===== src/rtl/dst_stream_pkg.sv =====
// Shared types and constants for the dst_buf drain path.
package dst_stream_pkg;

    localparam int DST_BANK_BIT = 12;
    localparam int DST_IDX_W    = 11;
    localparam int DST_ADDR_W   = 13;

    // One output beat as held in the FIFO.
    typedef struct packed {
        logic        last;
        logic [31:0] d1;
        logic [31:0] d0;
    } dst_beat_t;

    typedef enum logic [1:0] {
        IDLE,
        RUN,
        DRAIN,
        DONE
    } dst_state_t;

    // dst_buf address: bank-pair select on top, bit 11 always zero.
    function automatic logic [DST_ADDR_W-1:0] dst_addr(input logic bank,
                                                       input logic [DST_IDX_W-1:0] idx);
        return {bank, 1'b0, idx};
    endfunction

endpackage


===== src/rtl/dst_stream_if.sv =====
// dst_buf read port plus the 64-bit output stream of the drain engine.
interface dst_stream_if import dst_stream_pkg::*; ();

    logic                  dst_v;
    logic [DST_ADDR_W-1:0] dst_a;
    logic [31:0]           dst_d0;
    logic [31:0]           dst_d1;
    logic                  m_valid;
    logic                  m_ready;
    logic [63:0]           m_data;
    logic                  m_last;

    modport master (
        output dst_v, dst_a, m_valid, m_data, m_last,
        input  dst_d0, dst_d1, m_ready
    );

    modport slave (
        input  dst_v, dst_a, m_valid, m_data, m_last,
        output dst_d0, dst_d1, m_ready
    );

endinterface


===== src/rtl/dst_stream_fifo2.sv =====
// Two-entry valid/ready FIFO with occupancy output; push and pop may coincide.
module dst_stream_fifo2 #(
    parameter int W = 65
) (
    input  logic         clk,
    input  logic         rst_n,
    input  logic         i_push,
    input  logic [W-1:0] i_data,
    input  logic         i_ready,
    output logic         o_valid,
    output logic [W-1:0] o_data,
    output logic [1:0]   o_count
);

    logic [W-1:0] r_mem [2];
    logic         r_wr_ptr;
    logic         r_rd_ptr;
    logic [1:0]   r_count;
    logic         w_pop;

    assign o_valid = (r_count != 2'd0);
    assign o_data  = r_mem[r_rd_ptr];
    assign o_count = r_count;
    assign w_pop   = o_valid & i_ready;

    // Storage, pointers and occupancy; the producer guarantees no push when full.
    always_ff @(posedge clk or negedge rst_n) begin
        if (!rst_n) begin
            r_mem[0] <= '0;
            r_mem[1] <= '0;
            r_wr_ptr <= 1'b0;
            r_rd_ptr <= 1'b0;
            r_count  <= 2'd0;
        end else begin
            if (i_push) begin
                r_mem[r_wr_ptr] <= i_data;
                r_wr_ptr        <= ~r_wr_ptr;
            end
            if (w_pop) begin
                r_rd_ptr <= ~r_rd_ptr;
            end
            case ({i_push, w_pop})
                2'b10:   r_count <= r_count + 2'd1;
                2'b01:   r_count <= r_count - 2'd1;
                default: r_count <= r_count;
            endcase
        end
    end

endmodule


===== src/rtl/dst_stream.sv =====
// Drains dst_buf entries onto a 64-bit valid/ready stream.
//
//  state | meaning
//  IDLE  | waiting for start
//  RUN   | issuing reads while credit allows and acc_busy is low
//  DRAIN | all reads issued; waiting for the last beat to be accepted
//  DONE  | one-cycle done pulse
module dst_stream import dst_stream_pkg::*; #(
    parameter int IDX_W = DST_IDX_W,
    parameter int LEN_W = 12
) (
    input  logic             clk,
    input  logic             rst_n,
    input  logic             start,
    input  logic [IDX_W+1:0] base,
    input  logic [LEN_W-1:0] len,
    input  logic             acc_busy,
    output logic             busy,
    output logic             done,
    dst_stream_if.master     bus
);

    dst_state_t       r_state;
    dst_state_t       w_next;
    logic             r_bank;
    logic [IDX_W-1:0] r_idx;
    logic [LEN_W-1:0] r_rem;
    logic             r_rd_pend;
    logic             r_rd_last;

    logic             w_issue;
    logic             w_last_issue;
    logic             w_pop;
    logic [2:0]       w_occ;
    logic [1:0]       w_count;
    logic             w_fifo_valid;
    dst_beat_t        w_push_beat;
    dst_beat_t        w_head;
    logic             w_unused_base;

    // Bit 11 of the start address carries no meaning for dst_buf.
    assign w_unused_base = base[IDX_W];

    // Occupancy the FIFO would have if every in-flight read landed now.
    assign w_occ        = {1'b0, w_count} + {2'b0, r_rd_pend} - {2'b0, w_pop};
    assign w_issue      = (r_state == RUN) && !acc_busy && (w_occ < 3'd2);
    assign w_last_issue = w_issue && (r_rem == LEN_W'(1));
    assign w_pop        = w_fifo_valid & bus.m_ready;

    // Address is registered so it only moves on an issue and never flips bank mid-transfer.
    assign bus.dst_v = w_issue;
    assign bus.dst_a = dst_addr(r_bank, r_idx);

    assign w_push_beat = '{last: r_rd_last, d1: bus.dst_d1, d0: bus.dst_d0};

    dst_stream_fifo2 #(
        .W($bits(dst_beat_t))
    ) u_fifo (
        .clk     (clk),
        .rst_n   (rst_n),
        .i_push  (r_rd_pend),
        .i_data  (w_push_beat),
        .i_ready (bus.m_ready),
        .o_valid (w_fifo_valid),
        .o_data  (w_head),
        .o_count (w_count)
    );

    assign bus.m_valid = w_fifo_valid;
    assign bus.m_data  = {w_head.d1, w_head.d0};
    assign bus.m_last  = w_fifo_valid & w_head.last;

    assign busy = (r_state != IDLE);
    assign done = (r_state == DONE);

    // State, read address/length tracking and the one-cycle read-latency pipe.
    always_ff @(posedge clk or negedge rst_n) begin
        if (!rst_n) begin
            r_state   <= IDLE;
            r_bank    <= 1'b0;
            r_idx     <= '0;
            r_rem     <= '0;
            r_rd_pend <= 1'b0;
            r_rd_last <= 1'b0;
        end else begin
            r_state   <= w_next;
            r_rd_pend <= w_issue;
            r_rd_last <= w_last_issue;
            if (r_state == IDLE && start && len != '0) begin
                r_bank <= base[DST_BANK_BIT];
                r_idx  <= base[IDX_W-1:0];
                r_rem  <= len;
            end else if (w_issue) begin
                r_rem <= r_rem - 1'b1;
                if (!w_last_issue) begin
                    r_idx <= r_idx + 1'b1;
                end
            end
        end
    end

    // Next-state logic; the final handshake moves DRAIN to DONE.
    always_comb begin
        w_next = r_state;
        case (r_state)
            IDLE:    if (start) w_next = (len != '0) ? RUN : DONE;
            RUN:     if (w_last_issue) w_next = DRAIN;
            DRAIN:   if (w_pop && w_head.last) w_next = DONE;
            DONE:    w_next = IDLE;
            default: w_next = IDLE;
        endcase
    end

endmodule


===== src/flat_wrapper.sv =====
// flat-port wrapper written by rule: the top's interface ports become plain ports
module dst_stream_flat import dst_stream_pkg::*;
#(
    parameter int IDX_W = DST_IDX_W,
    parameter int LEN_W = 12
)
  (clk, rst_n, start, base, len, acc_busy, busy, done, bus_dst_v, bus_dst_a, bus_m_valid, bus_m_data, bus_m_last, bus_dst_d0, bus_dst_d1, bus_m_ready);
  dst_stream_if bus_i ();
  input  logic clk;
  input  logic rst_n;
  input  logic start;
  input  logic [IDX_W+1:0] base;
  input  logic [LEN_W-1:0] len;
  input  logic acc_busy;
  output logic busy;
  output logic done;
  output wire logic [$bits(bus_i.dst_v)-1:0] bus_dst_v;
  output wire logic [$bits(bus_i.dst_a)-1:0] bus_dst_a;
  output wire logic [$bits(bus_i.m_valid)-1:0] bus_m_valid;
  output wire logic [$bits(bus_i.m_data)-1:0] bus_m_data;
  output wire logic [$bits(bus_i.m_last)-1:0] bus_m_last;
  input wire logic [$bits(bus_i.dst_d0)-1:0] bus_dst_d0;
  input wire logic [$bits(bus_i.dst_d1)-1:0] bus_dst_d1;
  input wire logic [$bits(bus_i.m_ready)-1:0] bus_m_ready;
  assign bus_dst_v = bus_i.dst_v;
  assign bus_dst_a = bus_i.dst_a;
  assign bus_m_valid = bus_i.m_valid;
  assign bus_m_data = bus_i.m_data;
  assign bus_m_last = bus_i.m_last;
  assign bus_i.dst_d0 = bus_dst_d0;
  assign bus_i.dst_d1 = bus_dst_d1;
  assign bus_i.m_ready = bus_m_ready;
  dst_stream #(.IDX_W(IDX_W), .LEN_W(LEN_W)) u_core (.clk(clk), .rst_n(rst_n), .start(start), .base(base), .len(len), .acc_busy(acc_busy), .busy(busy), .done(done), .bus(bus_i));
endmodule

===== config.mk =====
export PLATFORM = sky130hd
export DESIGN_NAME = dst_stream_flat
export DESIGN_NICKNAME = d
export VERILOG_FILES = /design/src/rtl/dst_stream_pkg.sv /design/src/rtl/dst_stream_if.sv /design/src/rtl/dst_stream_fifo2.sv /design/src/rtl/dst_stream.sv /design/src/flat_wrapper.sv
export SDC_FILE = /design/constraint.sdc
export NUM_CORES = 1
export LEC_CHECK = 0
export BUFFER_PORTS_ARGS = -buffer_cell sky130_fd_sc_hd__buf_2
export CELL_PAD_IN_SITES_DETAIL_PLACEMENT = 0
export CELL_PAD_IN_SITES_GLOBAL_PLACEMENT = 1
export CORE_ASPECT_RATIO = 2
export CORE_MARGIN = 2
export CORE_UTILIZATION = 46
export CTS_CLUSTER_DIAMETER = 100
export DETAILED_ROUTE_END_ITERATION = 7
export GPL_ROUTABILITY_DRIVEN = 0
export GPL_TIMING_DRIVEN = 1
export PLACE_DENSITY = 0.87
export SLEW_MARGIN = 25
export SYNTH_ARGS = -nofsm -noshare
export SYNTH_HDL_FRONTEND = slang
export SYNTH_SLANG_ARGS = --single-unit

===== constraint.sdc =====
create_clock -name clk -period 8.4 [get_ports clk]
set_clock_uncertainty 0.15 [all_clocks]
set_input_delay 2.52 -clock clk [delete_from_list [all_inputs] [get_ports clk]]
set_output_delay 2.52 -clock clk [all_outputs]
set_load 0.02 [all_outputs]

Word level (Yosys, flattened, before mapping)
Cells that the tools add are included.
- output and inout bits: 82
- bits in registers: 162
- bits of input ports: 94
- logic and storage cells: 70
- reduce and logical (&&, ||, !) cells: 16
- bitwise gates (word level): 6
- equal/unequal tests: 10
- order comparisons: 4
- multiplexer cells: 17
- $add $sub $neg: 6
- operators by type and width (kind ; number):
    $mux 65 ; 4
    $bwmux 130 ; 1
    $demux 65 s1 ; 1
    $mux 11 ; 3
    $mux 12 ; 2
    $eq 12x1->1 const B ; 1
    $reduce_bool 12->1 ; 1
    $sub 12x1->12 const B ; 1
    $add 11x1->11 const B ; 1
    $mux 2 ; 4
    $pmux 2 s4 ; 1
    $reduce_bool 2->1 ; 4
    $logic_and 1x1->1 ; 7
    $eq 2x2->1 const B ; 3
    $eq 2x1->1 const B ; 2
    $ge 2x2->1 const B ; 2
    $ne 2x1->1 const B ; 2
    $ne 2x2->1 const B ; 2
    $not 1->2 ; 2
    $pmux 2 s2 ; 1
    $add 2x1->3 ; 1
    $lt 3x2->1 const B ; 1
    $reduce_and 3->1 ; 1
    $sub 3x1->3 ; 1
    8 further kinds ; 10

Depth between registers and ports, before layout
- word-level depth: 9
- gate-level depth with buffers: 11
- mapped depth without buffers: 8

Modules after synthesis
Synthesis repeated with hierarchy kept, for this count alone.
- cell total of the unflattened synthesis: 551
- area total of the unflattened synthesis: 7787.5 um^2
- modules (own cells, without submodules) (module ; cells an instance ; sequential area each (um^2) ; times used ; area an instance (um^2)):
    dst_stream_fifo2 ; 362 ; 3353.2 ; 1 ; 6003.3
    dst_stream ; 189 ; 700.7 ; 1 ; 1784.2

Worst setup path after synthesis
Ideal clock, no wire load.
- kind: input to output
- start point: input bus_m_ready
- end point: output bus_dst_v
- required time: 5.730 ns
- path slack: 1.819 ns
- stages on the path: 7
- buffers on the path: 2
- data arrival time: 3.911 ns
- cells stage by stage: nor2b_1 o21ai_0 fa_1 and3b_1 and2_1 buf_4 buf_2
- cells in the longest elaborated chain, start to end: 4
- ends and longest elaborated chain (element ; RTL line ; text):
    start: declaration ; flat_wrapper.sv:24 ; input wire logic [$bits(bus_i.m_ready)-1:0] bus_m_ready;
    $and 1x1->1 ; dst_stream.sv:48 ; assign w_pop = w_fifo_valid & bus.m_ready;
    $sub 3x1->3 ; dst_stream.sv:45 ; assign w_occ = {1'b0, w_count} + {2'b0, r_rd_pend} - {2'b0, w_pop};
    $lt 3x2->1 ; dst_stream.sv:46 ; assign w_issue = (r_state == RUN) && !acc_busy && (w_occ < 3'd2);
    $logic_and 1x1->1 ; dst_stream.sv:46 ;
    end: declaration ; flat_wrapper.sv:17 ; output wire logic [$bits(bus_i.dst_v)-1:0] bus_dst_v;
Every way passes these cells.

Final worst setup path
Ends and elaborated chain as after synthesis.

==> reports/results.ini <==
[clock_tree]
cts.clk_slew.worst_paths_ns = 0.06
cts_sinks = 162
cts_setup_buffers = 0
cts_hold_buf = 0
clock_path_buffers = 2
clk-insertion-delay-late_ns = 0.42
cts-root-buf = clkbuf_16
post_cts_resized = 0
cts_tree = done
numCtsBuffers = 17
htreeDepth = 4

[global_routing]
grt_max_degree = 108
grt.overflow.total = 0
grt_pass1_vias = 5457
antenna_found_initial = 0
grt.total_usage_pct = 19.0
grt_first_pass_wirelength_um = 25700

[detailed_routing]
wire_per_inst_um = 17.1
antenna_left = 0
drt_iter0_markers = 87
wl_um = 15900
avgViaCountPerCell = 5.36
drt_first_pass_iters = 4
route.detailed.drc = 0
num_vias = 4996

[pwr]
design_power_total_uw = 3960
p_sw_share_pct = 36.1
p_sw_uw = 1430
ir_drop_mv = 0.237
pwr-share-seq_pct = 35.5
power.density_nw_per_um2 = 436
internal_power_uw = 2530
combPwrFrac_pct = 43.4
power.leakage_uw = 0.00414
power_frac_clock_pct = 21.1

[timing]
max_slew_margin_pct = 39.7
finalHoldViolations = 0
tns_ns = 0
clock.fmax_mhz = 144
tightest_slew_ns = 0.905
finalCritPeriodShare_pct = 82.4
hold_ws_ns = 0.323
rsz0062_at_grt = false
setup_viol = 0
min_period_ns = 6.92
timing.final.ws_setup_ns = 1.48
slew_violations = 0

[finish]
final_layout_size_suffix_gt1_share_pct = 55.5
area_delta_synth_final_pct = 22.3
antennaDiodeCount = 0
multiInputGateArea_sq_um = 3190
num-nets-final = 823
nFillCells = 1312
seq_area_sq_um = 4060

[synth]
synth.distinct_cells = 36
synth_edf_count = 0
synth_largest_area_cell = dfrtp_1
synth_warnings = 0
synth_common_cells = 194 x mux2_2, 162 x dfrtp_1, 28 x nand2_1
synth_most_common_cell = mux2_2
synth_area_leaders = dfrtp_1 55%, mux2_2 29%, xor2_1 2.0%
ys_seq_area_share_pct = 54.6
ys_ff_latch = 162
syn-cell-area_sq_um = 7420
synthCells = 555
synth-async-reset-ratio_pct = 100
synth_top_area_share_pct = 54.6
avgSynthCellArea_sq_um = 13.4
syn_nets = 658
synth_flop_cell = dfrtp_1

[min_path]
hp-class = reg2reg

[die]
initial_core_util_pct = 47.0
die-area_sq_um = 17200
ioPinCount = 176
die_w_um = 93.8
core_sq_um = 15800
core.rowCount = 65
fp.dieH_um = 184

[place]
dp_worst_setup_slack_ns = 1.49
post-dp-hpwl_um = 11100
port_buffers = 173

[worst_setup_path]
crit_top_cell = buf_2
slowest_stage = fa_1
critPathCaptureType = output port
path_class = in2out
worstPathCellList = buf_2 -> nor2b_1 -> o21ai_0 -> fa_1 -> and3b_1 -> and2_1 -> buf_4 -> buf_2
cp.required_ns = 5.73
max_stage_delay_ns = 0.51
crit_arrival_ns = 4.25
cp_max_fo = 20
critPathLaunchType = input pin

[job]
maxCapViolations = 0

[outcome]
outcome = finished, final reports clean

-- layout make-up --
type	instances	share of cell area (%)
clock buffer	21	5.07
clock inverter	9	1.97
inverter	8	0.331
multi-input combinational	353	35.1
sequential	162	44.7
tap	201	2.77
timing repair buffer	178	10.0
-- layer usage --
layer	wire (um)	GRT usage [%]	vias up	part of all wire, %
li1	-	-	2296	-
met5	0	0	-	0
met1	5910	19.5	2517	37
met2	8810	35.7	155	55
met3	812	4.43	28	5.1
met4	389	8.46	0	2.4
-- path summary, 6_finish.rpt --
path | from | to | slack [ns] | cells past startpoint
worst max-delay path | bus_m_ready | bus_dst_v | 1.48 | 8
worst min-delay path | u_core.r_bank$_DFFE_PN0P_ | u_core.r_bank$_DFFE_PN0P_ | 0.32 | 2
worst max register to register | u_core.u_fifo.o_count[1]$_DFFE_PN0N_ | u_core.r_idx[10]$_DFFE_PN0P_ | 5.25 | 9
worst min register to register | u_core.r_bank$_DFFE_PN0P_ | u_core.r_bank$_DFFE_PN0P_ | 0.32 | 2
max in group asynchronous | rst_n | u_core.u_fifo.r_mem[113]$_DFFE_PN0P_ | 4.78 | 2
min in group asynchronous | rst_n | u_core.u_fifo.r_mem[14]$_DFFE_PN0P_ | 2.06 | 1
-- per-stage QoR --
stage	util (%)	cell area [sq um]	cells
floorplan	-	7420	555
detailed placement	53.5	8440	902
global placement	53.5	8440	902
finish	57.5	9080	932
global route	57.5	9080	932
CTS	57.5	9070	932
-- worst max-delay path, delay by kind of cell --
kind / cells / cell delay, ns
adder cells (fa/ha/maj): 1 / 0.51
AO/OA/AOI/OAI: 1 / 0.15
AND/OR/NAND/NOR: 3 / 0.48
buffers and inverters: 3 / 0.58
-- registers in the layout (all words and copies together) (netlist names), 2 cells and up --
| signal | cells |
|---|---|
| u_core.r_rem | 12 |
| u_core.u_fifo.o_count | 2 |
| u_core.u_fifo.r_mem | 130 |
| u_core.r_state | 2 |
| u_core.r_idx | 11 |
-- power by group through the flow --
stage | combinational (uW) | clock (uW) | sequential, uW
global route | 1850 | 889 | 1460
CTS | 1740 | 859 | 1410
floorplan | 1280 | 0 | 1360
detailed placement | 1740 | 0 | 1420
finish | 1720 | 836 | 1410
global placement | 1690 | 0 | 1380
-- layout by cell type (no fill, tap or decap), types with 2 or more instances in the layout --
| master | n |
|---|---|
| a21oi_1 | 6 |
| a31oi_1 | 2 |
| and2_1 | 2 |
| and4_1 | 2 |
| buf_2 | 172 |
| buf_4 | 5 |
| bufinv_16 | 5 |
| clkbuf_1 | 2 |
| clkbuf_16 | 17 |
| clkbuf_8 | 3 |
| clkinvlp_4 | 2 |
| dfrtp_1 | 161 |
| ha_1 | 8 |
| inv_1 | 8 |
| mux2_2 | 194 |
| mux2i_1 | 5 |
| nand2_1 | 27 |
| nand2_2 | 2 |
| nand3_1 | 11 |
| nand4_1 | 11 |
| nor2_1 | 15 |
| nor2b_1 | 2 |
| nor3_1 | 2 |
| nor4_1 | 5 |
| o211ai_1 | 3 |
| o21ai_0 | 22 |
| or3_1 | 2 |
| or4_1 | 2 |
| xnor2_1 | 4 |
| xor2_1 | 17 |
-- cell families (layout without fill, tap and decap cells) --
| group | after synthesis | in the layout | synth area share (%) |
|---|---|---|---|
| simple gates | 90 | 90 | 6.22 |
| compound gates | 33 | 33 | 2.36 |
| other cells | 1 | 1 | 0.0505 |
| flops | 162 | 162 | 54.6 |
| fa+ha+maj | 9 | 9 | 1.62 |
| xor+xnor | 21 | 21 | 2.48 |
| buf+inv | 40 | 216 | 2.51 |
| mux | 199 | 199 | 30.1 |
Note: power is estimated with default switching activity, not from simulation.
